[src/rtl/aes_stream_ctrl.sv]
// Streaming sequencer in front of the AES core: takes a key and plaintext blocks over
// valid/ready, drives the core's start/opcode, and buffers ciphertext in a 2-entry FWFT FIFO.
module aes_stream_ctrl #(
  parameter logic [1:0] OP_KEY    = 2'b01,
  parameter logic [1:0] OP_ENC    = 2'b10,
  parameter logic [7:0] RCON_INIT = 8'h01,
  parameter int         TIMEOUT   = 64
) (
  input  logic         clk,
  input  logic         nrst,
  input  logic [127:0] key_i,
  input  logic         key_valid_i,
  output logic         key_ready_o,
  input  logic [127:0] pt_i,
  input  logic         pt_valid_i,
  output logic         pt_ready_o,
  output logic [127:0] ct_o,
  output logic         ct_valid_o,
  input  logic         ct_ready_i,
  output logic [1:0]   core_opcode_o,
  output logic         core_start_o,
  output logic [127:0] core_key_o,
  output logic [7:0]   core_r_con_o,
  output logic [127:0] core_pt_o,
  input  logic         core_key_ready_i,
  input  logic         core_cipher_ready_i,
  input  logic         core_busy_i,
  input  logic [127:0] core_ct_i,
  output logic         key_loaded_o,
  output logic         err_o,
  output logic [15:0]  blk_cnt_o
);

  typedef enum logic [2:0] {
    IDLE, KEY_START, KEY_WAIT, READY, ENC_START, ENC_WAIT, ERR
  } state_t;

  state_t         state, state_nxt;
  logic [9:0]     wd;
  logic           wd_expire, key_hs, pt_hs, push, pop;
  logic [1:0]     fifo_cnt;
  logic           wr_ptr, rd_ptr;
  logic [127:0]   fifo_mem [2];
  logic [1:0]     opcode_q;

  assign wd_expire     = (wd == 10'(TIMEOUT - 1));
  assign key_hs        = key_valid_i && key_ready_o;
  assign pt_hs         = pt_valid_i && pt_ready_o;
  assign push          = (state == ENC_WAIT) && core_cipher_ready_i;
  assign pop           = ct_valid_o && ct_ready_i;
  assign ct_valid_o    = (fifo_cnt != 2'd0);
  assign ct_o          = fifo_mem[rd_ptr];
  assign err_o         = (state == ERR);
  assign core_r_con_o  = RCON_INIT;
  assign core_opcode_o = opcode_q;

  always_comb begin
    state_nxt    = state;
    key_ready_o  = 1'b0;
    pt_ready_o   = 1'b0;
    core_start_o = 1'b0;
    case (state)
      IDLE: begin
        key_ready_o = 1'b1;
        if (key_valid_i) state_nxt = KEY_START;
      end
      KEY_START, ENC_START: begin
        // start is withheld while the core is still busy; the hold is watchdog-bounded
        core_start_o = !core_busy_i;
        if (!core_busy_i)   state_nxt = (state == KEY_START) ? KEY_WAIT : ENC_WAIT;
        else if (wd_expire) state_nxt = ERR;
      end
      KEY_WAIT: begin
        if (core_key_ready_i) state_nxt = READY;
        else if (wd_expire)   state_nxt = ERR;
      end
      READY: begin
        key_ready_o = 1'b1;
        // a pending key blocks plaintext so only one transfer happens per cycle
        pt_ready_o  = (fifo_cnt < 2'd2) && !key_valid_i;
        if (key_valid_i)     state_nxt = KEY_START;
        else if (pt_hs)      state_nxt = ENC_START;
      end
      ENC_WAIT: begin
        if (core_cipher_ready_i) state_nxt = READY;
        else if (wd_expire)      state_nxt = ERR;
      end
      ERR:     state_nxt = ERR;
      default: state_nxt = IDLE;
    endcase
  end

  // watchdog clears on every state change and counts while parked in a start/wait state
  always_ff @(posedge clk or posedge nrst) begin
    if (nrst) begin
      state <= IDLE;
      wd    <= '0;
    end else begin
      state <= state_nxt;
      if (state_nxt != state)
        wd <= '0;
      else if (state inside {KEY_START, KEY_WAIT, ENC_START, ENC_WAIT})
        wd <= wd + 10'd1;
    end
  end

  always_ff @(posedge clk or posedge nrst) begin
    if (nrst) begin
      opcode_q     <= '0;
      core_key_o   <= '0;
      core_pt_o    <= '0;
      key_loaded_o <= 1'b0;
      blk_cnt_o    <= '0;
    end else begin
      if (key_hs) begin
        opcode_q     <= OP_KEY;
        core_key_o   <= key_i;
        key_loaded_o <= 1'b0;
      end else if (pt_hs) begin
        opcode_q  <= OP_ENC;
        core_pt_o <= pt_i;
      end
      if (state == KEY_WAIT && core_key_ready_i) key_loaded_o <= 1'b1;
      if (push) blk_cnt_o <= blk_cnt_o + 16'd1;
    end
  end

  always_ff @(posedge clk or posedge nrst) begin
    if (nrst) begin
      fifo_mem[0] <= '0;
      fifo_mem[1] <= '0;
      wr_ptr      <= 1'b0;
      rd_ptr      <= 1'b0;
      fifo_cnt    <= '0;
    end else begin
      if (push) begin
        fifo_mem[wr_ptr] <= core_ct_i;
        wr_ptr           <= ~wr_ptr;
      end
      if (pop) rd_ptr <= ~rd_ptr;
      case ({push, pop})
        2'b10:   fifo_cnt <= fifo_cnt + 2'd1;
        2'b01:   fifo_cnt <= fifo_cnt - 2'd1;
        default: fifo_cnt <= fifo_cnt;
      endcase
    end
  end

endmodule

[config.mk]
export PLATFORM = sky130hd
export DESIGN_NAME = aes_stream_ctrl
export DESIGN_NICKNAME = d
export VERILOG_FILES = /design/src/rtl/aes_stream_ctrl.sv
export SDC_FILE = /design/constraint.sdc
export NUM_CORES = 1
export LEC_CHECK = 0
export CORE_AREA = 2 2 312 314
export CTS_CLUSTER_SIZE = 25
export DETAILED_ROUTE_END_ITERATION = 16
export DIE_AREA = 0 0 314 316
export PLACE_DENSITY = 0.53
export SLEW_MARGIN = 10
export SYNTH_ARGS = -nofsm -noshare
export SYNTH_HDL_FRONTEND = slang
export SYNTH_SLANG_ARGS = --single-unit
[constraint.sdc]
create_clock -name clk -period 21.2 [get_ports clk]
set_input_delay 5.3 -clock clk [delete_from_list [all_inputs] [get_ports clk]]
set_output_delay 5.3 -clock clk [all_outputs]
set_load 0.02 [all_outputs]
==> impl_metrics.ini <==
[clocking]
cts_resized = 0
cts_setup_buffers = 0
cts-root-buf = clkbuf_16
clockBufferDepth = 3
cts_max_level = 3
cts_hold_buf = 0
clk_pin_slew_ps = 50
cts.sinks = 548
numCtsBuffers = 68
cts_tree = done
clk_latency_ps = 610

[power]
p_comb_frac = 0.452
p_int_w = 0.00342
powerDensity_nw_per_um2 = 157
clkPwrFrac = 0.212
p_seq_frac = 0.337
power.switching_w = 0.00188
ir_drop_v = 0.0000700
p_leak_nw = 15.1
p_total_w = 0.00531
p_sw_frac = 0.355

[timing]
hold_viol_final = 0
setup_viol = 0
slew_violations = 0
fin_worst_skew_ps = 20.0
maxSlewHeadroom = 0.297
whs_ps = 471
post-route-period-util = 0.574
tightestPinTransition_ps = 1050
fmax_ghz = 0.0821
finalSetupTns_ps = 0
fin_crit_ps = 12180
rsz0062_at_grt = false

[die]
dieArea_um2 = 99200
core_area_um2 = 96000
io_pins = 808
rows = 114
die-width_um = 314
initial_utilization = 0.233
die_h_um = 316

[drt]
antenna_left = 0
vias = 15900
drt_drc_violations_left = 0
first_pass_iters = 4
drtIter0Drc = 706
viasPerCell = 4.17
avgRoutedWirePerCell_um = 18.6
wirelength_um = 71100

[run]
drv_cap = 0

[setup_path]
critical-path-top-delay-family = buffers and inverters
critPathKind = in -> out
critPathBufInv = 2
endpoint_kind = output port
crit_path_start_kind = input port
crit_chain = clkdlybuf4s50_1 -> nor4_1 -> clkdlybuf4s50_1
crit_fanout = 6
cp_slowest_stage_delay_ps = 680
slowest_stage = clkdlybuf4s50_1
crit_required_ps = 15900
crit_arrival_ps = 6880
cpMostUsedCell = clkdlybuf4s50_1

[grt]
grt_max_degree = 154
grt_first_pass_wirelength_um = 108000
antenna_found_initial = 9
grt-ovfl-total = 0
grt_pass1_vias = 17300
grt_use_total = 0.141

[synthesis]
synth_seq_cells = 548
synth_edf_count = 0
synth-main-ff-cell = dfrtp_1
ys_seq_area_frac = 0.613
netlist_area_um2 = 22400
ys.warnings.count = 0
syn_area_per_cell_um2 = 13.2
async_flop_share = 1.00
synthesis.instances = 1691
yosysUniqueCellTypes = 42

[layout]
area_delta_synth_final_pct = 51.3
finalInstanceArea_um2 = 33900
final_util = 0.353
num-nets-final = 2881
drive_above_1_share = 0.215

[place]
placed_cell_area_um2 = 31700
dp_hpwl_um = 51400
gp_congestion = 0.832
io_buffers = 799

[run_status]
run_status = finished, final reports clean

[worst_hold_path]
worstHoldPathType = reg -> reg
## synthesized netlist by cell type (6+ instances only)
master	n	area share
o21ai_0	8	0.0018
buf_2	41	0.0092
inv_1	6	0.0010
clkbuf_1	33	0.0055
a21oi_1	6	0.0013
nand2_1	401	0.067
xnor2_1	21	0.0082
mux2_1	98	0.049
nand4_1	7	0.0020
dfrtp_1	548	0.61
buf_4	21	0.0070
xor2_1	9	0.0035
and3_1	6	0.0017
nor3_1	10	0.0022
nor2_1	12	0.0020
nand3_1	9	0.0020
nor4_1	7	0.0020
mux2_2	414	0.21
## state kept, by name (all words and copies together), names as in the netlist, 2 cells and up
| register | cells |
|---|---|
| core_key_o | 128 |
| core_pt_o | 128 |
| state | 3 |
| wd | 10 |
| core_opcode_o | 2 |
| blk_cnt_o | 16 |
| fifo_cnt | 2 |
| fifo_mem | 256 |
## power groups by stage
| stage | combinational [W] | clock (W) | sequential (W) |
|---|---|---|---|
| detailed placement | 0.00243 | 0 | 0.00180 |
| global placement | 0.00241 | 0 | 0.00177 |
| finish | 0.00240 | 0.00112 | 0.00179 |
| CTS | 0.00244 | 0.00117 | 0.00179 |
| floorplan | 0.00101 | 0 | 0.00205 |
| global route | 0.00255 | 0.00121 | 0.00185 |
## placed cells by master, fill, tap and decap left out, types with 2 or more instances in the layout
master	instances
mux2_1	98
clkinvlp_4	2
o21ai_0	8
nor4_1	7
mux2_2	414
ha_1	3
buf_4	15
nor3b_1	2
nand3_1	9
xnor2_1	21
a21o_1	2
a21oi_1	6
nor4_4	3
nor2_1	11
nand4_1	7
clkbuf_8	11
and3_1	6
clkinv_8	3
nor3_1	10
inv_1	5
o21a_1	2
nand2_1	400
diode_2	3
clkinv_2	11
dfrtp_1	547
clkbuf_1	16
xor2_1	9
bufinv_16	2
conb_1	8
inv_6	2
nand2b_1	2
clkdlybuf4s50_1	799
clkbuf_16	70
## per-layer routing
metal  share of wire  GRT usage  vias to the layer above
met3           0.064     0.0451                      103
met4           0.022     0.0368                        6
met2            0.52      0.254                      478
met1            0.39      0.159                     8007
met5         0.00066          0                        -
li1                -          -                     7290
## area by class of cell
cell class,instances,area (um^2)
multi-input combinational,1045,8200
inverter,7,33.8
tap,1276,1600
clock inverter,20,196
sequential,548,13700
timing repair buffer,816,8160
clock buffer,97,1960
antenna,3,7.51
fill,9422,62100
## metrics by stage
stage | setup slack [ps] | cells
final | 9020 | 3812
after detailed placement | 9020 | 3691
after global placement | 9010 | 3691
after CTS | 9020 | 3808
after global routing | 8950 | 3810
after floorplan | 579 | 1697
## worst register-to-register path, delay by kind of cell, from the launching register on
| family | cells | cell delay [ps] |
|---|---|---|
| flip-flops | 1 | 640 |
| buffers and inverters | 1 | 870 |
| AND/OR/NAND/NOR | 3 | 1170 |
| multiplexers | 1 | 460 |
## cells by family (layout without fill, tap and decap cells)
logic type / count (synthesis) / after routing / share of synthesized area
xor+xnor: 30 / 30 / 0.0117
buf+inv: 104 / 940 / 0.0233
fa+ha+maj: 3 / 3 / 0.00168
other cells: 2 / 11 / 0.000335
compound gates: 22 / 22 / 0.00604
flops: 548 / 548 / 0.613
simple gates: 469 / 469 / 0.0864
mux: 513 / 513 / 0.258
## final timing paths
check	startpoint	to	slack, ps	cells after the start
setup / recovery	key_valid_i	pt_ready_o	9020	3
hold / removal	core_pt_o[68]	core_pt_o[68]	470	2
setup reg to reg	state[0]	core_key_o[42]	17970	5
hold reg to reg	core_pt_o[68]	core_pt_o[68]	470	2
max in group asynchronous	nrst	core_pt_o[122]	13630	4
min in group asynchronous	nrst	core_key_o[73]	5240	2
No activity file was read; power rests on OpenSTA's default activity.
